--- config.mk ---
export PLATFORM = sky130hd
export DESIGN_NAME = uart_tx_fifo
export DESIGN_NICKNAME = d
export VERILOG_FILES = /design/src/rtl/uart_tx_fifo.sv
export SDC_FILE = /design/constraint.sdc
export NUM_CORES = 1
export LEC_CHECK = 0
export CAP_MARGIN = 20
export CORE_MARGIN = 5
export CORE_UTILIZATION = 55
export DETAILED_ROUTE_END_ITERATION = 10
export GPL_TIMING_DRIVEN = 0
export PLACE_DENSITY = 0.79
export SKIP_CTS_REPAIR_TIMING = 1
export SYNTH_ARGS = -nofsm -noshare
export SYNTH_HDL_FRONTEND = slang
export SYNTH_SLANG_ARGS = --single-unit
--- constraint.sdc ---
create_clock -name clk -period 7.9 [get_ports clk]
set_clock_uncertainty 0.05 [all_clocks]
set_input_delay 1.58 -clock clk [delete_from_list [all_inputs] [get_ports clk]]
set_output_delay 1.58 -clock clk [all_outputs]
set_load 0.01 [all_outputs]
--- src/rtl/uart_tx_fifo.sv ---
// uart_tx_fifo: byte FIFO plus launch sequencer feeding the UART transmitter.
// Host pushes bytes; one byte at a time is launched on newd/dintx, and the
// next launch waits for donetx (or a stuck-transmitter timeout).
//
// Ports:
//   clk, rst         clock, synchronous active-high reset
//   wr_en, wr_data   host write strobe and byte
//   full, empty      FIFO status decoded from count
//   count            bytes stored (0..DEPTH)
//   overflow         1-cycle pulse, write dropped because full
//   newd, dintx      launch request and byte to the transmitter
//   donetx           transmitter frame-complete pulse
//   tx_busy          sequencer not idle
//   tx_timeout       1-cycle pulse, donetx never arrived
module uart_tx_fifo #(
    parameter int DEPTH        = 16,
    parameter int CLKS_PER_BIT = 104
) (
    input  logic                       clk,
    input  logic                       rst,
    input  logic                       wr_en,
    input  logic [7:0]                 wr_data,
    output logic                       full,
    output logic                       empty,
    output logic [$clog2(DEPTH):0]     count,
    output logic                       overflow,
    output logic                       newd,
    output logic [7:0]                 dintx,
    input  logic                       donetx,
    output logic                       tx_busy,
    output logic                       tx_timeout
);

    localparam int AW = $clog2(DEPTH);
    localparam int HW = $clog2(CLKS_PER_BIT + 1);
    localparam int TW = $clog2(12 * CLKS_PER_BIT);

    localparam logic [AW:0]   CNT_FULL  = (AW + 1)'(DEPTH);
    localparam logic [HW-1:0] HOLD_LAST = HW'(CLKS_PER_BIT - 1);
    localparam logic [TW-1:0] TO_LAST   = TW'(12 * CLKS_PER_BIT - 1);

    typedef enum logic [1:0] {
        IDLE,
        LAUNCH,
        WAIT,
        GAP
    } state_e;

    state_e        state_q, state_d;
    logic [7:0]    mem_q [DEPTH];
    logic [AW-1:0] wptr_q, wptr_d;
    logic [AW-1:0] rptr_q, rptr_d;
    logic [AW:0]   count_q, count_d;
    logic          overflow_q, overflow_d;
    logic          avail_q, avail_d;
    logic          newd_q, newd_d;
    logic [7:0]    dintx_q, dintx_d;
    logic          timeout_q, timeout_d;
    logic [HW-1:0] hold_q, hold_d;
    logic [TW-1:0] to_q, to_d;

    logic          push;
    logic          pop;

    assign full       = (count_q == CNT_FULL);
    assign empty      = (count_q == '0);
    assign count      = count_q;
    assign overflow   = overflow_q;
    assign newd       = newd_q;
    assign dintx      = dintx_q;
    assign tx_busy    = (state_q != IDLE);
    assign tx_timeout = timeout_q;

    // A full FIFO rejects writes even when a pop lands in the same cycle.
    assign push = wr_en && !full;

    always_comb begin
        overflow_d = wr_en && full;
        wptr_d     = push ? wptr_q + 1'b1 : wptr_q;
        rptr_d     = pop ? rptr_q + 1'b1 : rptr_q;
        count_d    = count_q + (AW + 1)'(push) - (AW + 1)'(pop);
        // Registered non-empty flag: the sequencer reacts one cycle after
        // count rises, so a first write launches two edges later.
        avail_d    = !empty;
    end

    always_comb begin
        state_d   = state_q;
        newd_d    = newd_q;
        dintx_d   = dintx_q;
        hold_d    = hold_q;
        to_d      = to_q;
        timeout_d = 1'b0;
        pop       = 1'b0;
        unique case (state_q)
            IDLE: begin
                if (avail_q && !empty) begin
                    pop     = 1'b1;
                    dintx_d = mem_q[rptr_q];
                    newd_d  = 1'b1;
                    hold_d  = '0;
                    state_d = LAUNCH;
                end
            end
            LAUNCH: begin
                // newd held a full bit time so the baud tick sees it.
                if (hold_q == HOLD_LAST) begin
                    newd_d  = 1'b0;
                    to_d    = '0;
                    state_d = WAIT;
                end else begin
                    hold_d = hold_q + 1'b1;
                end
            end
            WAIT: begin
                if (donetx) begin
                    state_d = GAP;
                end else if (to_q == TO_LAST) begin
                    timeout_d = 1'b1;
                    state_d   = IDLE;
                end else begin
                    to_d = to_q + 1'b1;
                end
            end
            GAP: begin
                state_d = IDLE;
            end
            default: begin
                state_d = IDLE;
            end
        endcase
    end

    always_ff @(posedge clk) begin
        if (push) begin
            mem_q[wptr_q] <= wr_data;
        end
    end

    always_ff @(posedge clk) begin
        if (rst) begin
            state_q    <= IDLE;
            wptr_q     <= '0;
            rptr_q     <= '0;
            count_q    <= '0;
            overflow_q <= 1'b0;
            avail_q    <= 1'b0;
            newd_q     <= 1'b0;
            dintx_q    <= 8'h00;
            timeout_q  <= 1'b0;
            hold_q     <= '0;
            to_q       <= '0;
        end else begin
            state_q    <= state_d;
            wptr_q     <= wptr_d;
            rptr_q     <= rptr_d;
            count_q    <= count_d;
            overflow_q <= overflow_d;
            avail_q    <= avail_d;
            newd_q     <= newd_d;
            dintx_q    <= dintx_d;
            timeout_q  <= timeout_d;
            hold_q     <= hold_d;
            to_q       <= to_d;
        end
    end

endmodule
# Word-level counts from Yosys, hierarchy flattened
# Memories as Yosys holds them, arrays and structs flattened. A register that Yosys moved wholly into a read port is not among the register bits.
# Cells that the tools add are included.
# op_classes
addsub	6
eq_ne	12
n_mux	20
bitwise_logic	1
reduce_logical	16
# op_table
cell	n
2-to-1 mux 11 bit	3
one-hot mux 11 bit (2 select lines)	1
2-to-1 mux 7 bit	2
one-hot mux 7 bit (2 select lines)	1
adder 11 x 1 -> 11 bit (second input constant)	1
equality test 11 bit (second input constant)	1
!= test 2 bit (second input constant)	5
AND reduction 3 bit	3
adder 4 x 1 -> 4 bit (second input constant)	2
2-to-1 mux 2 bit	4
one-hot mux 2 bit (4 select lines)	1
adder 7 x 1 -> 7 bit (second input constant)	1
equality test 7 bit (second input constant)	1
2-to-1 mux 1 bit	7
nonzero test 2 bit	3
adder 5 x 1 -> 5 bit	1
equality test 5 bit (second input constant)	1
zero test 5 bit	1
subtractor 5 x 1 -> 5 bit	1
equality test 2 bit (second input constant)	2
AND reduction 4 bit	1
logical AND 1 bit	3
!= test 3 bit (second input constant)	1
OR reduction 3 bit	1
6 further kinds	7
# totals
register_bits	37
ram_bits	128
output_inout_bits	19
wordCells	66
n_memories	1
# mem_list
memory	words	width	rd	rd_ports_with_merged_regs	wr	line	rtl
mem_q	16	8	1	1	1	50	logic [7:0] mem_q [DEPTH];

# Depth between registers and ports, before layout
# Gate-level depths: netlist (run 1).
# logic_depth
ltp_word	6
depth_mapped	15
ltp_nobuf	14

# Worst setup path before layout (run 1)
# OpenSTA, ideal clock, no wires.
# synth_path
path_kind	input -> register
start	input wr_en
end	register count_q[4] (netlist: count[4])
arrival_time_ns	3.241
slack_ns	4.477
cell_stages	12
path_cell_list	and2_1 -> clkbuf_1 -> inv_1 -> ha_1 -> inv_1 -> ha_1 -> inv_1 -> fa_1 -> nor2b_1 -> o21bai_1 -> a21oi_1 -> nor3b_1
# synth_between
elab_chain_cells	3
# synth_rtl
item	line	rtl
from (decl)	21	input logic wr_en,
logical AND 1 bit	75	assign push = wr_en && !full;
adder 5 x 1 -> 5 bit	81	count_d = count_q + (AW + 1)'(push) - (AW + 1)'(pop);
subtractor 5 x 1 -> 5 bit	81	
to (signal assigned)	157	count_q <= count_d;
to (decl)	53	logic [AW:0] count_q, count_d;
# Every way passes these cells.
# A chain may end at the register's enable or synchronous reset.

# Worst setup path after layout (run 1)
# layout_path
start	register count_q[2] (netlist: count[2])
end	output empty
# layout_between
elab_chain_cells	1
# layout_rtl
item	line	rtl
zero test 5 bit	66	assign empty = (count_q == '0);
to (decl)	24	output logic empty,
# Every way passes these cells.

==> results.sh, run 1 <==
export IMPL_crit_top_cell="inv_1"
export IMPL_routed_via_density=6.107
export IMPL_min_period_ns=3.957
export IMPL_whs_endpoint="newd"
export IMPL_place_congestion=0.8515
export IMPL_pwr_share_seq_pct=44.6
export IMPL_cts_sinks=173
export IMPL_grt_pass1_wl_um=23270
export IMPL_report_final_slew_viol_count=0
export IMPL_tightest_slew_ns=0.9968
export IMPL_drt_iter0_drc=409
export IMPL_clk_latency_ns=0.42
export IMPL_dieArea_sq_mm=0.01532
export IMPL_synth_cells=466
export IMPL_yosysMostFrequentCell="edfxtp_1"
export IMPL_fin_nets=544
export IMPL_grt_setup_unrepaired="false"
export IMPL_antenna_found_initial=0
export IMPL_syn2layout_area_growth_pct=15.34
export IMPL_grt_start_max_net_pins=17
export IMPL_first_pass_iters=5
export IMPL_swShare_pct=28.92
export IMPL_worst_path_max_fanout=6
export IMPL_fillers=874
export IMPL_synth_area_sq_mm=0.007122
export IMPL_slew_headroom_pct=33.30
export IMPL_dp_hpwl_um=9711
export IMPL_worst_setup_path_end_kind="output pin"
export IMPL_cp_start_kind="flop"
export IMPL_pwr_share_clk_pct=32.6
export IMPL_synth_edf_count=128
export IMPL_hold_path_startpoint="newd"
export IMPL_power_switching_uw=712.4
export IMPL_die_x_um=123.8
export IMPL_pin_count=31
export IMPL_dp_slack_ns=3.692
export IMPL_clockBufferDepth=2
export IMPL_insertedDiodeCount=0
export IMPL_grt_usage_pct=21.11
export IMPL_yosysWarnings=0
export IMPL_yosys_top_cells_area="edfxtp_1 54%, dfxtp_1 13%, mux4_2 10%"
export IMPL_drc=0
export IMPL_fmax_mhz=252.7
export IMPL_p_comb_share_pct=22.8
export IMPL_powerDensity_mw_per_mm2=299.9
export IMPL_arrival_ns=2.33
export IMPL_status="finished clean"
export IMPL_setup_ws_ns=3.943
export IMPL_avgSynthCellArea_sq_um=15.28
export IMPL_power_uw=2463
export IMPL_async_flop_share_pct=0
export IMPL_drive_above_1_share_pct=15.44
export IMPL_synthTopCellsByCount="128 x edfxtp_1, 45 x dfxtp_1, 32 x mux4_2"
export IMPL_wl_per_cell_um=21.64
export IMPL_crit_chain="inv_1, ha_1, or4b_1, buf_2, inv_1, clkdlybuf4s50_1"
export IMPL_grt_overflow=0
export IMPL_seqCellArea_sq_mm=0.004745
export IMPL_coreArea_sq_mm=0.01267
export IMPL_start_util_pct=56.21
export IMPL_cp_slowest_cell="clkdlybuf4s50_1"
export IMPL_p_leak_uw=0.002660
export IMPL_clk_pin_slew_ns=0.07
export IMPL_setup_violations=0
export IMPL_r2r_cells=15
export IMPL_timing_critical_path_buf_inv=4
export IMPL_syn_nets=492
export IMPL_hp_class="flop to flop"
export IMPL_wl_um=15210
export IMPL_chipHeight_um=123.8
export IMPL_cts_tree="done"
export IMPL_yosysTopAreaCellShare_pct=53.97
export IMPL_timing_rr_start="count[2]"
export IMPL_root_buffer="clkbuf_16"
export IMPL_ys_seq_area_share_pct=66.62
export IMPL_slowest_delay_ns=0.54
export IMPL_vias=4293
export IMPL_ys_seq_elements=173
export IMPL_tns_ns=0
export IMPL_min_path_cells=2
export IMPL_p_int_uw=1751
export IMPL_yosys_most_used_dff="edfxtp_1"
export IMPL_peakVddDrop_mv=0.2135
export IMPL_multiInputGateArea_sq_mm=0.002196
export IMPL_finalCritPeriodShare_pct=50.08
export IMPL_cts_htree_levels=4
export IMPL_drv_cap=0
export IMPL_cp_top_family="buffers and inverters"
export IMPL_path_class="flop to output pin"
export IMPL_timing_hold_ws_ns=0.4412
export IMPL_r2r_end="count[4]"
export IMPL_synth_cell_types=56
export IMPL_io_buffers=29
export IMPL_ff2ff_setup_slack_ns=4.68
export IMPL_numCtsBuffers=17
export IMPL_final_hold_violation_count=0
export IMPL_synth_top_cell_by_area="edfxtp_1"
export IMPL_drtAntennaViolNets=0
export IMPL_worstPathRequired_ns=6.27
export IMPL_num_rows=41
export IMPL_grt_pass1_vias=4353
## worst reg2reg max path: stages, from the launching register on
cell,delay [ns]
dfxtp_1,0.33
inv_1,0.09
ha_1,0.16
or4b_1,0.50
buf_2,0.19
nand2_1,0.17
inv_1,0.14
ha_1,0.29
inv_1,0.06
ha_1,0.16
inv_1,0.06
fa_1,0.38
nor2b_1,0.16
o21bai_1,0.11
nand3_1,0.09
nor3b_1,0.18
## worst max path at each step
| stage | end | slack [ns] | from | cells after the start |
|---|---|---|---|---|
| floorplan | count[4] | 4.48 | wr_en | 12 |
| global placement | mem_q[2][1] | 3.64 | wr_en | 5 |
| detailed placement | count[4] | 3.69 | wr_en | 13 |
| CTS | empty | 3.93 | count[2] | 6 |
| global route | empty | 3.85 | count[2] | 6 |
| finish | empty | 3.94 | count[2] | 6 |
## layout by cell type (no fill, tap or decap), types with 3 or more instances in the layout
master / instances
clkbuf_1: 17
a31oi_1: 4
or4_1: 4
mux4_2: 32
inv_1: 20
nor2b_1: 4
xnor2_1: 4
o21ai_0: 7
xor2_1: 6
or3_1: 3
o221ai_1: 8
o31ai_1: 3
nand2b_1: 5
dfxtp_1: 45
clkbuf_16: 17
mux2i_1: 16
ha_1: 13
a21oi_1: 15
and3_1: 4
inv_6: 4
buf_2: 10
nand2_1: 22
nor3_1: 6
clkinv_4: 3
a311oi_1: 5
nand3_1: 25
clkdlybuf4s50_1: 29
edfxtp_1: 128
nor2_1: 24
## power by group through the flow
stage          clock network [uW]  registers [uW]  logic, uW
2_1_floorplan                   0            1110        355
3_3_place_gp                    0            1110        539
3_5_place_dp                    0            1110        557
4_1_cts                       812            1100        564
5_1_grt                       855            1100        613
6_report                      804            1100        562
## state kept, by name, indices dropped and copies added, names as in the netlist
name	count
overflow	1
wptr_q	4
to_q	11
tx_timeout	1
dintx	8
mem_q	128
state_q	2
avail_q	1
newd	1
hold_q	7
rptr_q	4
count	5
## cell type report
class / count / share of cell area [%]
Sequential cell: 173 / 57.76
Multi-Input combinational cell: 248 / 26.73
Clock buffer: 19 / 5.270
Timing Repair Buffer: 33 / 3.808
Tap cell: 172 / 2.620
Clock inverter: 13 / 1.599
Buffer: 25 / 1.295
Inverter: 20 / 0.9139
## logic make-up after synthesis
| family | Yosys count | synth area share (%) |
|---|---|---|
| simple gates | 117 | 8.837 |
| mux | 48 | 12.37 |
| flops | 173 | 66.62 |
| xor+xnor | 10 | 1.230 |
| fa+ha+maj | 14 | 2.565 |
| buf+inv | 45 | 2.547 |
| compound gates | 59 | 5.832 |
## metal layers
metal  GRT usage [%]  routed length, um  vias up  share of wire [%]
li1                -                  -     1917                  -
met1           25.45               5741     2116                 38
met2           35.38               7865      218                 52
met3           5.904               1147       42                7.5
met4           9.619                456        0                3.0
met5               0                  0        -                  0
## metrics by stage
step	util, %	cell area, sq um	instances
floorplan	-	7122	466
global placement	60.20	7627	667
detailed placement	60.37	7650	671
CTS	64.83	8214	703
global route	64.83	8214	703
finish	64.83	8214	703
Note: power is estimated with default switching activity, not from simulation.
==> inputs of run 2 (changes only) <==
--- a/config.mk
+++ b/config.mk
@@ -7,10 +7,10 @@
 export LEC_CHECK = 0
 export CAP_MARGIN = 20
 export CORE_MARGIN = 5
-export CORE_UTILIZATION = 55
+export CORE_UTILIZATION = 54
 export DETAILED_ROUTE_END_ITERATION = 10
 export GPL_TIMING_DRIVEN = 0
-export PLACE_DENSITY = 0.79
+export PLACE_DENSITY = 0.81
 export SKIP_CTS_REPAIR_TIMING = 1
 export SYNTH_ARGS = -nofsm -noshare
 export SYNTH_HDL_FRONTEND = slang
==> constraint.sdc (replaced) <==
create_clock -name clk -period 3.4 [get_ports clk]
set_clock_uncertainty 0.05 [all_clocks]
set_input_delay 0.68 -clock clk [delete_from_list [all_inputs] [get_ports clk]]
set_output_delay 0.68 -clock clk [all_outputs]
set_load 0.01 [all_outputs]
==> results.sh, run 2 (same netlist as run 1, synthesis figures left out) <==
export IMPL_coreArea_sq_mm=0.01309
export IMPL_placed_cell_area_sq_mm=0.007652
export IMPL_status="finished clean"
export IMPL_p_leak_uw=0.002657
export IMPL_insertedDiodeCount=0
export IMPL_hp_class="flop to flop"
export IMPL_grt_usage_pct=19.99
export IMPL_p_comb_share_pct=22.6
export IMPL_largest_reg_flops=128
export IMPL_path_class="flop to flop"
export IMPL_dp_cells=675
export IMPL_drt_iter0_drc=443
export IMPL_first_pass_iters=7
export IMPL_report_final_slew_viol_count=0
export IMPL_peakVddDrop_mv=0.5979
export IMPL_numCtsBuffers=17
export IMPL_pwr_share_clk_pct=33.1
export IMPL_pin_count=31
export IMPL_fmax_mhz=316.7
export IMPL_worst_setup_path_end_kind="flop"
export IMPL_num_rows=42
export IMPL_routed_via_density=6.006
export IMPL_slowest_delay_ns=0.48
export IMPL_grt_pass1_vias=4335
export IMPL_dieArea_sq_mm=0.01559
export IMPL_worstPathRequired_ns=3.65
export IMPL_grt_overflow=0
export IMPL_start_util_pct=54.43
export IMPL_finalCritPeriodShare_pct=92.87
export IMPL_final_cells=706
export IMPL_setup_violations=0
export IMPL_drive_above_1_share_pct=15.09
export IMPL_clockBufferDepth=2
export IMPL_crit_top_cell="inv_1"
export IMPL_pwr_share_seq_pct=44.4
export IMPL_drv_cap=0
export IMPL_fillers=935
export IMPL_timing_critical_path_buf_inv=5
export IMPL_io_buffers=29
export IMPL_cp_start_kind="flop"
export IMPL_root_buffer="clkbuf_16"
export IMPL_worst_path_max_fanout=7
export IMPL_arrival_ns=3.41
export IMPL_cts_sinks=173
export IMPL_cts_htree_levels=4
export IMPL_mostFrequentLayoutCells="128 x edfxtp_1, 45 x dfxtp_1, 32 x mux4_2"
export IMPL_die_x_um=124.8
export IMPL_place_congestion=0.8180
export IMPL_crit_chain="inv_1, ha_1, or4b_1, buf_2, nand2_1, inv_1, ha_1, inv_1, ha_1, inv_1, fa_1, nor2b_1, o21bai_1, a21oi_1, nor3b_1"
export IMPL_chipHeight_um=124.8
export IMPL_final_hold_violation_count=0
export IMPL_p_int_uw=4130
export IMPL_largest_register="mem_q"
export IMPL_drc=0
export IMPL_antenna_found_initial=0
export IMPL_cp_slowest_cell="or4b_1"
export IMPL_cp_top_family="adder cells"
export IMPL_cts_tree="done"
export IMPL_clk_latency_ns=0.44
export IMPL_wl_per_cell_um=21.19
export IMPL_drtAntennaViolNets=0
export IMPL_clk_pin_slew_ns=0.06
export IMPL_syn2layout_area_growth_pct=15.48
export IMPL_grt_start_max_net_pins=17
export IMPL_tightest_slew_ns=0.9045
export IMPL_slew_headroom_pct=39.48
export IMPL_dp_hpwl_um=9805
export IMPL_fin_area_sq_mm=0.008224
export IMPL_powerDensity_mw_per_mm2=700.7
export IMPL_swShare_pct=28.34
export IMPL_grt_pass1_wl_um=23500
export IMPL_power_switching_uw=1633
export IMPL_ff2ff_setup_slack_ns=0.24
export IMPL_tns_ns=0
export IMPL_fin_nets=544
export IMPL_wl_um=14960
export IMPL_vias=4240
export IMPL_grt_setup_unrepaired="false"
export IMPL_min_period_ns=3.158
export IMPL_final_common_cell="edfxtp_1"
[run 2: cell count changes in the layout (fill, tap and decap cells not counted)]
cell and change:
clkinv_2 -1, clkinv_4 -1, inv_6 -1, clkbuf_1 +1, buf_2 +1, buf_4 -1, inv_8 -1, bufinv_16 +1
clkinvlp_4 +1
[run 2: worst paths after layout]
kind	depth (start not counted)	startpoint	end
worst max-delay path	15	count[2]	count[4]
worst min-delay path	1	to_q[10]	to_q[10]
worst max register to register	15	count[2]	count[4]
worst min register to register	1	to_q[10]	to_q[10]
[run 2: power groups by stage]
stage	logic (uW)	clock network [uW]	registers, uW
final	1300	1910	2560
after global routing	1430	2030	2570
after CTS	1310	1920	2550
after detailed placement	1300	0	2590
after global placement	1240	0	2580
after floorplan	826	0	2580
[run 2: worst register-to-register path, stage by stage (launching register included)]
cell and delay, ns:
dfxtp_1 0.33, inv_1 0.08, ha_1 0.17, or4b_1 0.48, buf_2 0.18, nand2_1 0.16
inv_1 0.15, ha_1 0.30, inv_1 0.06, ha_1 0.15, inv_1 0.05, fa_1 0.37
nor2b_1 0.16, o21bai_1 0.11, a21oi_1 0.16, nor3b_1 0.06
[run 2: stage by stage]
step | power, uW | setup slack (ns) | hold slack [ns] | util (%)
CTS | 5790 | 0.2268 | 0.4289 | 62.85
floorplan | 3410 | 0.5860 | 0.3857 | -
global placement | 3827 | 0.06789 | 0.4046 | 58.33
global route | 6038 | 0.05464 | 0.4563 | 62.85
finish | 5762 | 0.2425 | 0.4448 | 62.85
detailed placement | 3897 | 0.06984 | 0.4110 | 58.48
[run 2: layer usage]
layer / up-vias / GRT usage (%) / part of all wire (%)
met4: 0 / 7.334 / 2.2
li1: 1918 / - / -
met3: 28 / 6.218 / 6.9
met1: 2130 / 24.30 / 39
met2: 164 / 33.75 / 52
met5: - / 0 / 0
[run 2: final cells by class]
cell class / count / area, sq um / share of cell area (%)
clock buffers: 20 / 436.7 / 5.310
multi-input cells: 248 / 2196 / 26.70
inverters: 20 / 75.07 / 0.9128
well taps: 176 / 220.2 / 2.678
flip-flops and latches: 173 / 4745 / 57.69
repair buffers: 33 / 310.3 / 3.773
clock inverters: 11 / 135.1 / 1.643
plain buffers: 25 / 106.4 / 1.293
==> inputs of run 3 (changes only) <==
--- a/config.mk
+++ b/config.mk
@@ -6,7 +6,7 @@
 export NUM_CORES = 1
 export LEC_CHECK = 0
 export CAP_MARGIN = 20
-export CORE_MARGIN = 5
+export CORE_MARGIN = 2
 export CORE_UTILIZATION = 54
 export DETAILED_ROUTE_END_ITERATION = 10
 export GPL_TIMING_DRIVEN = 0
==> results.sh, run 3 (same netlist as run 1, synthesis figures left out) <==
export IMPL_drt_iter0_drc=435
export IMPL_swShare_pct=28.88
export IMPL_p_leak_uw=0.002657
export IMPL_antenna_found_initial=0
export IMPL_io_buffers=29
export IMPL_fin_nets=544
export IMPL_drtAntennaViolNets=0
export IMPL_syn2layout_area_growth_pct=15.32
export IMPL_grt_start_max_net_pins=17
export IMPL_fillers=881
export IMPL_timing_rr_start="count[2]"
export IMPL_final_common_cell="edfxtp_1"
export IMPL_insertedDiodeCount=0
export IMPL_worst_path_max_fanout=7
export IMPL_cts_htree_levels=4
export IMPL_power_switching_uw=1652
export IMPL_powerDensity_mw_per_mm2=696.3
export IMPL_timing_critical_path_buf_inv=5
export IMPL_cp_start_kind="flop"
export IMPL_final_hold_violation_count=0
export IMPL_crit_top_cell="inv_1"
export IMPL_ff2ff_setup_slack_ns=0.30
export IMPL_grt_setup_unrepaired="false"
export IMPL_tightest_slew_ns=0.9457
export IMPL_coreArea_sq_mm=0.01277
export IMPL_vias=4225
export IMPL_slew_headroom_pct=36.72
export IMPL_worstPathRequired_ns=3.65
export IMPL_fin_util_pct=64.30
export IMPL_numCtsBuffers=17
export IMPL_crit_end="count[4]"
export IMPL_chipHeight_um=118.8
export IMPL_worst_setup_path_end_kind="flop"
export IMPL_clk_latency_ns=0.43
export IMPL_cp_slowest_cell="or4b_1"
export IMPL_path_class="flop to flop"
export IMPL_grt_pass1_wl_um=23450
export IMPL_cp_depth=15
export IMPL_drc=0
export IMPL_peakVddDrop_mv=0.7434
export IMPL_pin_count=31
export IMPL_pwr_share_seq_pct=44.7
export IMPL_num_rows=41
export IMPL_clockBufferDepth=2
export IMPL_grt_overflow=0
export IMPL_finalCritPeriodShare_pct=91.15
export IMPL_p_comb_share_pct=23.0
export IMPL_first_pass_iters=5
export IMPL_fmax_mhz=322.7
export IMPL_report_final_slew_viol_count=0
export IMPL_dieArea_sq_mm=0.01412
export IMPL_crit_chain="inv_1, ha_1, or4b_1, buf_2, nand2_2, inv_1, ha_1, inv_1, ha_1, inv_1, fa_1, nor2b_1, o21bai_1, a21oi_1, nor3b_1"
export IMPL_routed_via_density=6.010
export IMPL_drv_cap=0
export IMPL_cts_sinks=173
export IMPL_dp_hpwl_um=9879
export IMPL_clk_pin_slew_ns=0.06
export IMPL_status="finished clean"
export IMPL_min_period_ns=3.099
export IMPL_grt_usage_pct=22.63
export IMPL_drive_above_1_share_pct=15.63
export IMPL_start_util_pct=55.75
export IMPL_hold_path_startpoint="to_q[10]"
export IMPL_largest_reg_flops=128
export IMPL_wl_per_cell_um=21.06
export IMPL_die_x_um=118.8
export IMPL_mostFrequentLayoutCells="128 x edfxtp_1, 45 x dfxtp_1, 32 x mux4_2"
export IMPL_pwr_share_clk_pct=32.3
export IMPL_crit_start="count[2]"
export IMPL_p_int_uw=4067
export IMPL_r2r_end="count[4]"
export IMPL_largest_register="mem_q"
export IMPL_r2r_cells=15
export IMPL_tns_ns=0
export IMPL_wl_um=14810
export IMPL_root_buffer="clkbuf_16"
export IMPL_hp_class="flop to flop"
export IMPL_cts_tree="done"
export IMPL_slowest_delay_ns=0.49
export IMPL_cp_top_family="adder cells"
export IMPL_grt_pass1_vias=4281
export IMPL_arrival_ns=3.35
export IMPL_place_congestion=0.8361
export IMPL_setup_violations=0
## run 3: changes by cell type in the layout (fill, tap and decap cells not counted)
cell and delta:
bufinv_16 -1, inv_6 +1, clkbuf_1 -2, clkinv_2 +1, inv_8 +1, nand2_1 -1
nand2_2 +1, clkinv_1 +1
## run 3: area by class of cell
cell class                 instances  area, sq um  area share (%)
buffer                            25        106.4           1.295
clock inverter                    14        133.9           1.630
sequential                       173         4745           57.77
timing repair buffer              33        310.3           3.778
inverter                          20        75.07          0.9141
tap                              172        215.2           2.620
clock buffer                      18        429.2           5.225
multi-input combinational        248         2198           26.77
## run 3: worst min-delay path by stage
stage	end	depth (start not counted)	slack [ns]
final	to_q[10]	1	0.43
after global routing	newd	2	0.47
after CTS	to_q[10]	1	0.43
after detailed placement	to_q[10]	1	0.41
after global placement	to_q[10]	1	0.40
after floorplan	to_q[10]	1	0.39
## run 3: through the flow
step / setup WS (ns) / power, uW / cells / instance area, sq um / hold WS [ns]
after floorplan: 0.5860 / 3410 / 466 / 7122 / 0.3857
after global placement: 0.05109 / 3824 / 667 / 7627 / 0.4039
after detailed placement: 0.09952 / 3906 / 671 / 7647 / 0.4089
after CTS: 0.1965 / 5737 / 703 / 8210 / 0.4269
after global routing: 0.02959 / 5961 / 703 / 8213 / 0.4736
final: 0.3010 / 5719 / 703 / 8213 / 0.4258
## run 3: routing by layer
layer | track usage [%] | wire (um) | up-vias | share of wire, %
met4 | 6.027 | 233 | 0 | 1.6
met3 | 5.795 | 814 | 24 | 5.5
met1 | 27.89 | 5837 | 2122 | 39
li1 | - | - | 1923 | -
met5 | 0 | 0 | - | 0
met2 | 39.80 | 7922 | 156 | 54
## run 3: worst reg2reg max path, stage by stage (launching register included)
cell and delay [ns]:
dfxtp_1 0.33, inv_1 0.09, ha_1 0.16, or4b_1 0.49, buf_2 0.19, nand2_2 0.12, inv_1 0.12, ha_1 0.29
inv_1 0.06, ha_1 0.16, inv_1 0.05, fa_1 0.37, nor2b_1 0.17, o21bai_1 0.11, a21oi_1 0.15, nor3b_1 0.06
## run 3: power by group through the flow
stage          logic, uW  registers (uW)  clock network [uW]
2_1_floorplan        826            2580                   0
3_3_place_gp        1240            2580                   0
3_5_place_dp        1310            2590                   0
4_1_cts             1320            2550                1860
5_1_grt             1430            2570                1960
6_report            1320            2550                1850
